$ cat config.mk
export PLATFORM = sky130hd
export DESIGN_NAME = mem_arbiter
export DESIGN_NICKNAME = d
export VERILOG_FILES = /design/src/rtl/rv32i_types.sv /design/src/rtl/mem_arbiter.sv
export SDC_FILE = /design/constraint.sdc
export NUM_CORES = 1
export LEC_CHECK = 0
export CAP_MARGIN = 0
export CORE_AREA = 4 4 532 534
export DETAILED_ROUTE_END_ITERATION = 16
export DIE_AREA = 0 0 536 538
export GPL_ROUTABILITY_DRIVEN = 0
export HOLD_SLACK_MARGIN = 0.03
export PLACE_DENSITY = 0.3
export SLEW_MARGIN = 25
export SYNTH_ARGS = -nofsm -noshare
export SYNTH_HDL_FRONTEND = slang
export SYNTH_SLANG_ARGS = --single-unit
$ cat constraint.sdc
create_clock -name clk -period 2.09 [get_ports clk]
set_clock_uncertainty 0.05 [all_clocks]
set_input_delay 0.418 -clock clk [delete_from_list [all_inputs] [get_ports clk]]
set_output_delay 0.418 -clock clk [all_outputs]
set_load 0.02 [all_outputs]
$ cat src/rtl/rv32i_types.sv
// Shared types for the RV32I core memory hierarchy.
//   CACHE_LINE_WIDTH : line width in bits, reused by both L1 caches and the arbiter
//   arb_state_t      : mem_arbiter FSM states
package rv32i_types;

  localparam int CACHE_LINE_WIDTH = 256;

  typedef enum logic [1:0] {
    ARB_IDLE,
    ARB_SERVE_I,
    ARB_SERVE_D
  } arb_state_t;

endpackage

$ cat src/rtl/mem_arbiter.sv
// Two-port to one-port line arbiter between the I-cache miss path and the D-cache
// miss/writeback path. One whole line transaction is in flight at a time, and
// simultaneous requests are granted round-robin.
// Ports:
//   clk, rst_n                      clock, asynchronous active-low reset
//   i_read, i_address               I-side line read request (held until i_resp)
//   i_rdata, i_resp                 I-side read data / completion pulse
//   d_read, d_write, d_address,     D-side line read or writeback request
//   d_wdata                         (held until d_resp)
//   d_rdata, d_resp                 D-side read data / completion pulse
//   pmem_read, pmem_write,          memory strobes (held until pmem_resp),
//   pmem_address, pmem_wdata        address and write data
//   pmem_rdata, pmem_resp           memory read data / completion
module mem_arbiter
  import rv32i_types::*;
#(
  parameter int unsigned LINE_WIDTH = CACHE_LINE_WIDTH,
  parameter int unsigned ADDR_WIDTH = 32
) (
  input  logic                  clk,
  input  logic                  rst_n,
  input  logic                  i_read,
  input  logic [ADDR_WIDTH-1:0] i_address,
  output logic [LINE_WIDTH-1:0] i_rdata,
  output logic                  i_resp,
  input  logic                  d_read,
  input  logic                  d_write,
  input  logic [ADDR_WIDTH-1:0] d_address,
  input  logic [LINE_WIDTH-1:0] d_wdata,
  output logic [LINE_WIDTH-1:0] d_rdata,
  output logic                  d_resp,
  output logic                  pmem_read,
  output logic                  pmem_write,
  output logic [ADDR_WIDTH-1:0] pmem_address,
  output logic [LINE_WIDTH-1:0] pmem_wdata,
  input  logic [LINE_WIDTH-1:0] pmem_rdata,
  input  logic                  pmem_resp
);

  arb_state_t            state_q;
  logic                  last_grant_q;  // 0 = I, 1 = D
  logic [ADDR_WIDTH-1:0] addr_q;
  logic [LINE_WIDTH-1:0] wdata_q;

  logic i_req;
  logic d_req;
  logic grant_i;
  logic grant_d;

  // Round-robin pick: on a tie the side that was not granted last wins.
  assign i_req   = i_read;
  assign d_req   = d_read | d_write;
  assign grant_d = d_req & (~i_req | ~last_grant_q);
  assign grant_i = i_req & ~grant_d;

  always_ff @(posedge clk or negedge rst_n) begin
    if (!rst_n) begin
      state_q      <= ARB_IDLE;
      last_grant_q <= 1'b0;
      addr_q       <= '0;
      wdata_q      <= '0;
      pmem_read    <= 1'b0;
      pmem_write   <= 1'b0;
    end else begin
      case (state_q)
        ARB_IDLE: begin
          // pmem_resp here is stale or stray and deliberately ignored.
          if (grant_d) begin
            state_q      <= ARB_SERVE_D;
            last_grant_q <= 1'b1;
            addr_q       <= d_address;
            wdata_q      <= d_wdata;
            // Read and write together is illegal; write wins.
            pmem_write   <= d_write;
            pmem_read    <= d_read & ~d_write;
          end else if (grant_i) begin
            state_q      <= ARB_SERVE_I;
            last_grant_q <= 1'b0;
            addr_q       <= i_address;
            wdata_q      <= '0;
            pmem_write   <= 1'b0;
            pmem_read    <= 1'b1;
          end
        end
        ARB_SERVE_I, ARB_SERVE_D: begin
          if (pmem_resp) begin
            state_q    <= ARB_IDLE;
            pmem_read  <= 1'b0;
            pmem_write <= 1'b0;
          end
        end
        default: begin
          state_q    <= ARB_IDLE;
          pmem_read  <= 1'b0;
          pmem_write <= 1'b0;
        end
      endcase
    end
  end

  assign pmem_address = addr_q;
  assign pmem_wdata   = wdata_q;

  // Read data is a plain pass-through; only the resp pulse qualifies it.
  assign i_rdata = pmem_rdata;
  assign d_rdata = pmem_rdata;
  assign i_resp  = (state_q == ARB_SERVE_I) & pmem_resp;
  assign d_resp  = (state_q == ARB_SERVE_D) & pmem_resp;

  illegal_d_rw : assert property (@(posedge clk) disable iff (!rst_n) !(d_read && d_write))
    else $warning("mem_arbiter: d_read and d_write both high, serving as write");

endmodule

==> flow_summary.ini, run 1 <==
[floorplanning]
row_count = 194
die_h_um = 538
initial_core_util_pct = 5.24
coreArea_um2 = 278000
die_w_um = 536
pin_count = 1386
die_area_um2 = 288000

[yosys]
yosysMostFrequentCell = buf_4
yosysSeqAreaShare_pct = 50.3
synth_area_um2 = 14600
ys_warn_count = 0
ys_async_sr_fraction_pct = 100
synth-edff-count = 0
syn_area_per_cell_um2 = 11.7
yosys-top-cells-count = buf_4 (535), dfrtp_1 (293), a22o_1 (258), buf_2 (38), nand2_1 (34)
synth_top_area_share_pct = 50.3
syn-num-nets = 1832
synthTopCellsByArea = dfrtp_1 (50%), buf_4 (28%), a22o_1 (15%)
ys_seq_elements = 293
synth_top_area_cell = dfrtp_1
syn_inst = 1247
synthDistinctLibCells = 19
synth-main-ff-cell = dfrtp_1

[power_and_ir_drop]
total_power_mw = 37.5
peakVddDrop_mv = 0.534
leakage_nw = 9.37
p_per_area_nw_per_um2 = 1590

[grt]
grt_pass1_wl_um = 155000
grt_pass1_vias = 11200
grt_max_degree = 61
overflow = 0
grt_util_all_layers_pct = 8.66
antenna_found_initial = 73

[timing]
slew_viol_final = 0
setup_viol_count_final = 0
min_period_over_period_pct = 98.3
relSlewSlack_pct = 61.8
final_hold_viol_count = 0
whs_ns = 0.174
fin_ws_ns = 0.0346
finalCriticalPeriod_ns = 2.06
rsz0062_at_grt = true
worstMarginPinSlew_ns = 0.575
timing.fmax_mhz = 487

[worst_setup_path]
required_ns = 1.62
cp_max_fo = 2
cp.depth = 1
cp_top_family = buffers and inverters
crit_path_start_kind = flop
crit_path_max_incr_delay_ns = 0.58
critical_path.startpoint = pmem_wdata[65]
r2r_setup_slack_ns = 0.12
endpoint_kind = output pin
reg2reg_depth = 10
worstPathArrival_ns = 1.59
crit_chain = dlygate4sd2_1
reg2reg_from = state_q[0]
path_buf_inv = 1
crit_path_end = pmem_wdata[65]
crit_slowest_cell = dlygate4sd2_1
r2r-end = pmem_wdata[111]
critPathKind = reg2out

[cts]
cts_tree = done
cts_made_buffers = 47
clk_latency_ns = 0.64
clock_sinks = 293
htreeDepth = 2
cts-root-buf = clkbuf_16
clkTransAtPathRegs_ns = 0.06
clk_path_buf_depth = 3

[drt]
routedWlPerCell_um = 25.3
drt_wl_total_um = 132000
vias = 10500
drc_errors = 0
avgViaCountPerCell = 2.01
ant_nets = 0
drt-pass1-iter-count = 4
detail_route.iter0.violations = 389

[place]
place_ws_ns = -0.488
place_inst = 5092
place_area_um2 = 21900
port_buffers = 617
dp_hpwl_um = 116000

[finish]
layout-drive-gt1-share_pct = 23.4
layout.cells.non_filler = 5199
final_area_um2 = 23600
nFillCells = 32300
fin_nets = 2012
area_delta_synth_final_pct = 61.5

[job]
drv_cap = 0

[worst_hold_path]
hp-class = in2async

[status]
status = complete, no violations
## through the flow
step | util, % | TNS [ns]
after floorplan | - | 0
after global placement | 7.86 | -135.08
after detailed placement | 7.86 | -122.31
after CTS | 8.43 | -0.108
after global routing | 8.45 | -0.129
final | 8.46 | 0
## metal layers
layer  global-route usage [%]  wire length (µm)  vias to the layer above
met5                    0.724               345                        -
met4                     4.46              7260                       16
met3                     7.59             25500                      425
met2                     11.9             51700                      960
met1                     8.98             46800                     4820
li1                         -                 -                     4244
## layout make-up
cell class	instances	area, µm²	area share (%)
Antenna cell	11	27.5	0.117
Clock buffer	63	1310	5.55
Clock inverter	23	289	1.23
Inverter	3	11.3	0.0478
Multi-Input combinational cell	372	3070	13.0
Sequential cell	293	7330	31.1
Tap cell	3724	4660	19.8
Timing Repair Buffer	710	6850	29.1
## cells by family after synthesis
group	count (synthesis)	share of synthesized area, %
AO/OA/AOI/OAI	296	17.0
adder cells (fa/ha/maj)	3	0.257
buffers and inverters	582	29.1
flip-flops	293	50.3
multiplexers	32	2.20
AND/OR/NAND/NOR	41	1.18
## placed cells by master, fill, tap and decap left out, types with 2 or more instances in the layout
cell type and n:
buf_4 193, dfrtp_1 291, clkdlybuf4s50_1 324, and2_4 2, nand2_1 34, clkinv_2 8, clkbuf_16 49, ha_4 3
a22o_1 258, inv_6 7, mux2i_1 32, clkdlybuf4s15_1 17, clkinv_4 2, clkbuf_2 2, dlygate4sd2_1 115, clkbuf_1 9
bufinv_16 5, dfrtp_2 2, diode_2 11, nor3_1 2, clkbuf_8 7, buf_12 30, inv_2 2, a21o_1 3
clkdlybuf4s15_2 24, o21ai_0 32
## flip-flops by register name, summed over array words and instances, names as in the netlist
register and cells:
pmem_wdata 256, pmem_address 32, state_q 2, last_grant_q 1, pmem_read 1, pmem_write 1
## how the worst min path moves through the flow
| stage | start | to | cells past startpoint |
|---|---|---|---|
| after floorplan | rst_n | last_grant_q | 0 |
| after global placement | rst_n | pmem_wdata[42] | 1 |
| after detailed placement | rst_n | pmem_wdata[42] | 1 |
| after CTS | rst_n | pmem_wdata[16] | 2 |
| after global routing | rst_n | pmem_wdata[16] | 2 |
| final | rst_n | pmem_wdata[16] | 2 |
## power by group
group,internal (mW),switching (mW)
registers,8.18,1.73
logic,7.23,12.0
clock network,5.03,3.30
## what timing repair did
item	4_1_cts	5_1_grt
hold buffers	1	0
hold endpoints to repair	173	0
cloned	0	2
endpoints found under the setup margin	160	114
pin swaps	2	0
resized for setup	229	11
setup buffers	6	1
No activity file was read; power rests on OpenSTA's default activity.
==> run 2, diff against run 1 <==
--- a/config.mk
+++ b/config.mk
@@ -11,7 +11,6 @@
 export DIE_AREA = 0 0 536 538
 export GPL_ROUTABILITY_DRIVEN = 0
 export HOLD_SLACK_MARGIN = 0.03
-export PLACE_DENSITY = 0.3
 export SLEW_MARGIN = 25
 export SYNTH_ARGS = -nofsm -noshare
 export SYNTH_HDL_FRONTEND = slang
==> flow_summary.ini, run 2 (synthesized netlist as in run 1, its figures left out) <==
[drt]
avgViaCountPerCell = 2.08
routedWlPerCell_um = 27.6
drc_errors = 0
detail_route.iter0.violations = 771
drt-pass1-iter-count = 5
ant_nets = 0
drt_wl_total_um = 142000
vias = 10700

[worst_setup_path]
worstPathArrival_ns = 1.59
cp_max_fo = 2
required_ns = 1.62
path_buf_inv = 1
crit_chain = dlygate4sd2_1
crit_slowest_cell = dlygate4sd2_1
crit_path_max_incr_delay_ns = 0.57
cp_top_family = buffers and inverters
critPathKind = reg2out
crit_path_start_kind = flop
endpoint_kind = output pin

[status]
status = complete, no violations

[worst_hold_path]
hp-class = in2async

[place]
dp_hpwl_um = 129000
place_inst = 5063
place_area_um2 = 21500
place_ws_ns = -0.218
port_buffers = 617

[finish]
layout.cells.non_filler = 5155
area_delta_synth_final_pct = 56.3
layout-drive-gt1-share_pct = 20.6
final_area_um2 = 22800
largest_reg_flops = 256
fin_nets = 1970
layout_common_cells = clkdlybuf4s50_1 (324), dfrtp_1 (293), a22o_1 (258), buf_4 (184), dlygate4sd2_1 (113)
layout_commonest_cell = clkdlybuf4s50_1

[cts]
clk_latency_ns = 0.62
cts_made_buffers = 40
clock_sinks = 293
clkTransAtPathRegs_ns = 0.06
cts_tree = done
htreeDepth = 2
cts-root-buf = clkbuf_16
clk_path_buf_depth = 3

[floorplanning]
die_h_um = 538
row_count = 194
pin_count = 1386
die_w_um = 536
die_area_um2 = 288000
initial_core_util_pct = 5.24
coreArea_um2 = 278000

[power_and_ir_drop]
peakVddDrop_mv = 0.641
total_power_mw = 35.8
p_per_area_nw_per_um2 = 1570
leakage_nw = 8.99

[grt]
overflow = 0
grt_max_degree = 63
grt_pass1_vias = 11300
antenna_found_initial = 72
grt_util_all_layers_pct = 9.41
grt_pass1_wl_um = 167000

[timing]
timing.fmax_mhz = 486
min_period_over_period_pct = 98.5
worstMarginPinSlew_ns = 0.553
relSlewSlack_pct = 63.3
slew_viol_final = 0
setup_tns_ns = 0
rsz0062_at_grt = true
setup_viol_count_final = 0
fin_ws_ns = 0.0321
finalCriticalPeriod_ns = 2.06
final_hold_viol_count = 0

[job]
drv_cap = 0
==> run 2: changes by cell type in the layout (fill, tap and decap cells not counted), sizes merged <==
cell           previous run  this run
clkinv                   10         8
dlygate4sd2             115       113
clkbuf                   67        57
diode                    11        17
clkdlybuf4s15            41        27
buf                     225       205
inv                      11         5
bufinv                    5         3
clkinvlp                  0         6
==> run 2: path summary, 6_finish.rpt <==
| path | slack [ns] | startpoint | to | cells after the start |
|---|---|---|---|---|
| setup / recovery | 0.03 | pmem_wdata[196] | pmem_wdata[196] | 1 |
| hold / removal | 0.23 | rst_n | pmem_write | 2 |
| setup reg to reg | 0.17 | state_q[0] | pmem_wdata[240] | 7 |
| hold reg to reg | 0.43 | pmem_address[15] | pmem_address[15] | 2 |
| max in group asynchronous | 0.93 | rst_n | pmem_wdata[217] | 4 |
| min in group clk | 0.31 | d_wdata[193] | pmem_wdata[193] | 2 |
==> run 2: power by group <==
| group | leakage (nW) | internal (mW) | switching, mW |
|---|---|---|---|
| Combinational | 4.64 | 6.43 | 12.1 |
| Sequential | 3.72 | 8.18 | 2.05 |
| Clock | 0.633 | 4.10 | 2.96 |
==> run 2: per-stage QoR <==
stage	util [%]	hold WS, ns
3_5_place_dp	7.72	0.306
4_1_cts	8.17	0.167
5_1_grt	8.18	0.189
6_report	8.19	0.228
2_1_floorplan	-	0.0724
3_3_place_gp	7.72	0.304
==> run 2: repair_timing <==
action / in CTS / in global routing
setup buffers: 2 / 1
gates resized for setup: 180 / 18
setup endpoints to repair: 147 / 14
hold buffers: 1 / 0
endpoints found under the hold margin: 116 / 0
==> run 2: per-layer routing <==
metal | part of all wire (%) | vias to the layer above | routed length [µm] | track usage, %
met1 | 31 | 5046 | 43500 | 8.48
met2 | 38 | 1038 | 54400 | 12.2
met5 | 0.27 | - | 380 | 0.789
met4 | 6.3 | 16 | 9000 | 5.76
met3 | 25 | 501 | 35100 | 10.6
li1 | - | 4133 | - | -
==> run 2: layout make-up <==
cell class	instances	area (µm²)
Fill cell	32300	256000
Sequential cell	293	7330
Timing Repair Buffer	675	6350
Tap cell	3724	4660
Multi-Input combinational cell	372	3050
Clock buffer	52	1090
Clock inverter	19	262
Antenna cell	17	42.5
Inverter	3	11.3
==> run 3, diff against run 2 <==
--- a/config.mk
+++ b/config.mk
@@ -11,7 +11,7 @@
 export DIE_AREA = 0 0 536 538
 export GPL_ROUTABILITY_DRIVEN = 0
 export HOLD_SLACK_MARGIN = 0.03
-export SLEW_MARGIN = 25
+export SLEW_MARGIN = 15
 export SYNTH_ARGS = -nofsm -noshare
 export SYNTH_HDL_FRONTEND = slang
 export SYNTH_SLANG_ARGS = --single-unit
==> results of run 3 <==
Final layout, timing and power as in run 2 (identical DEF).
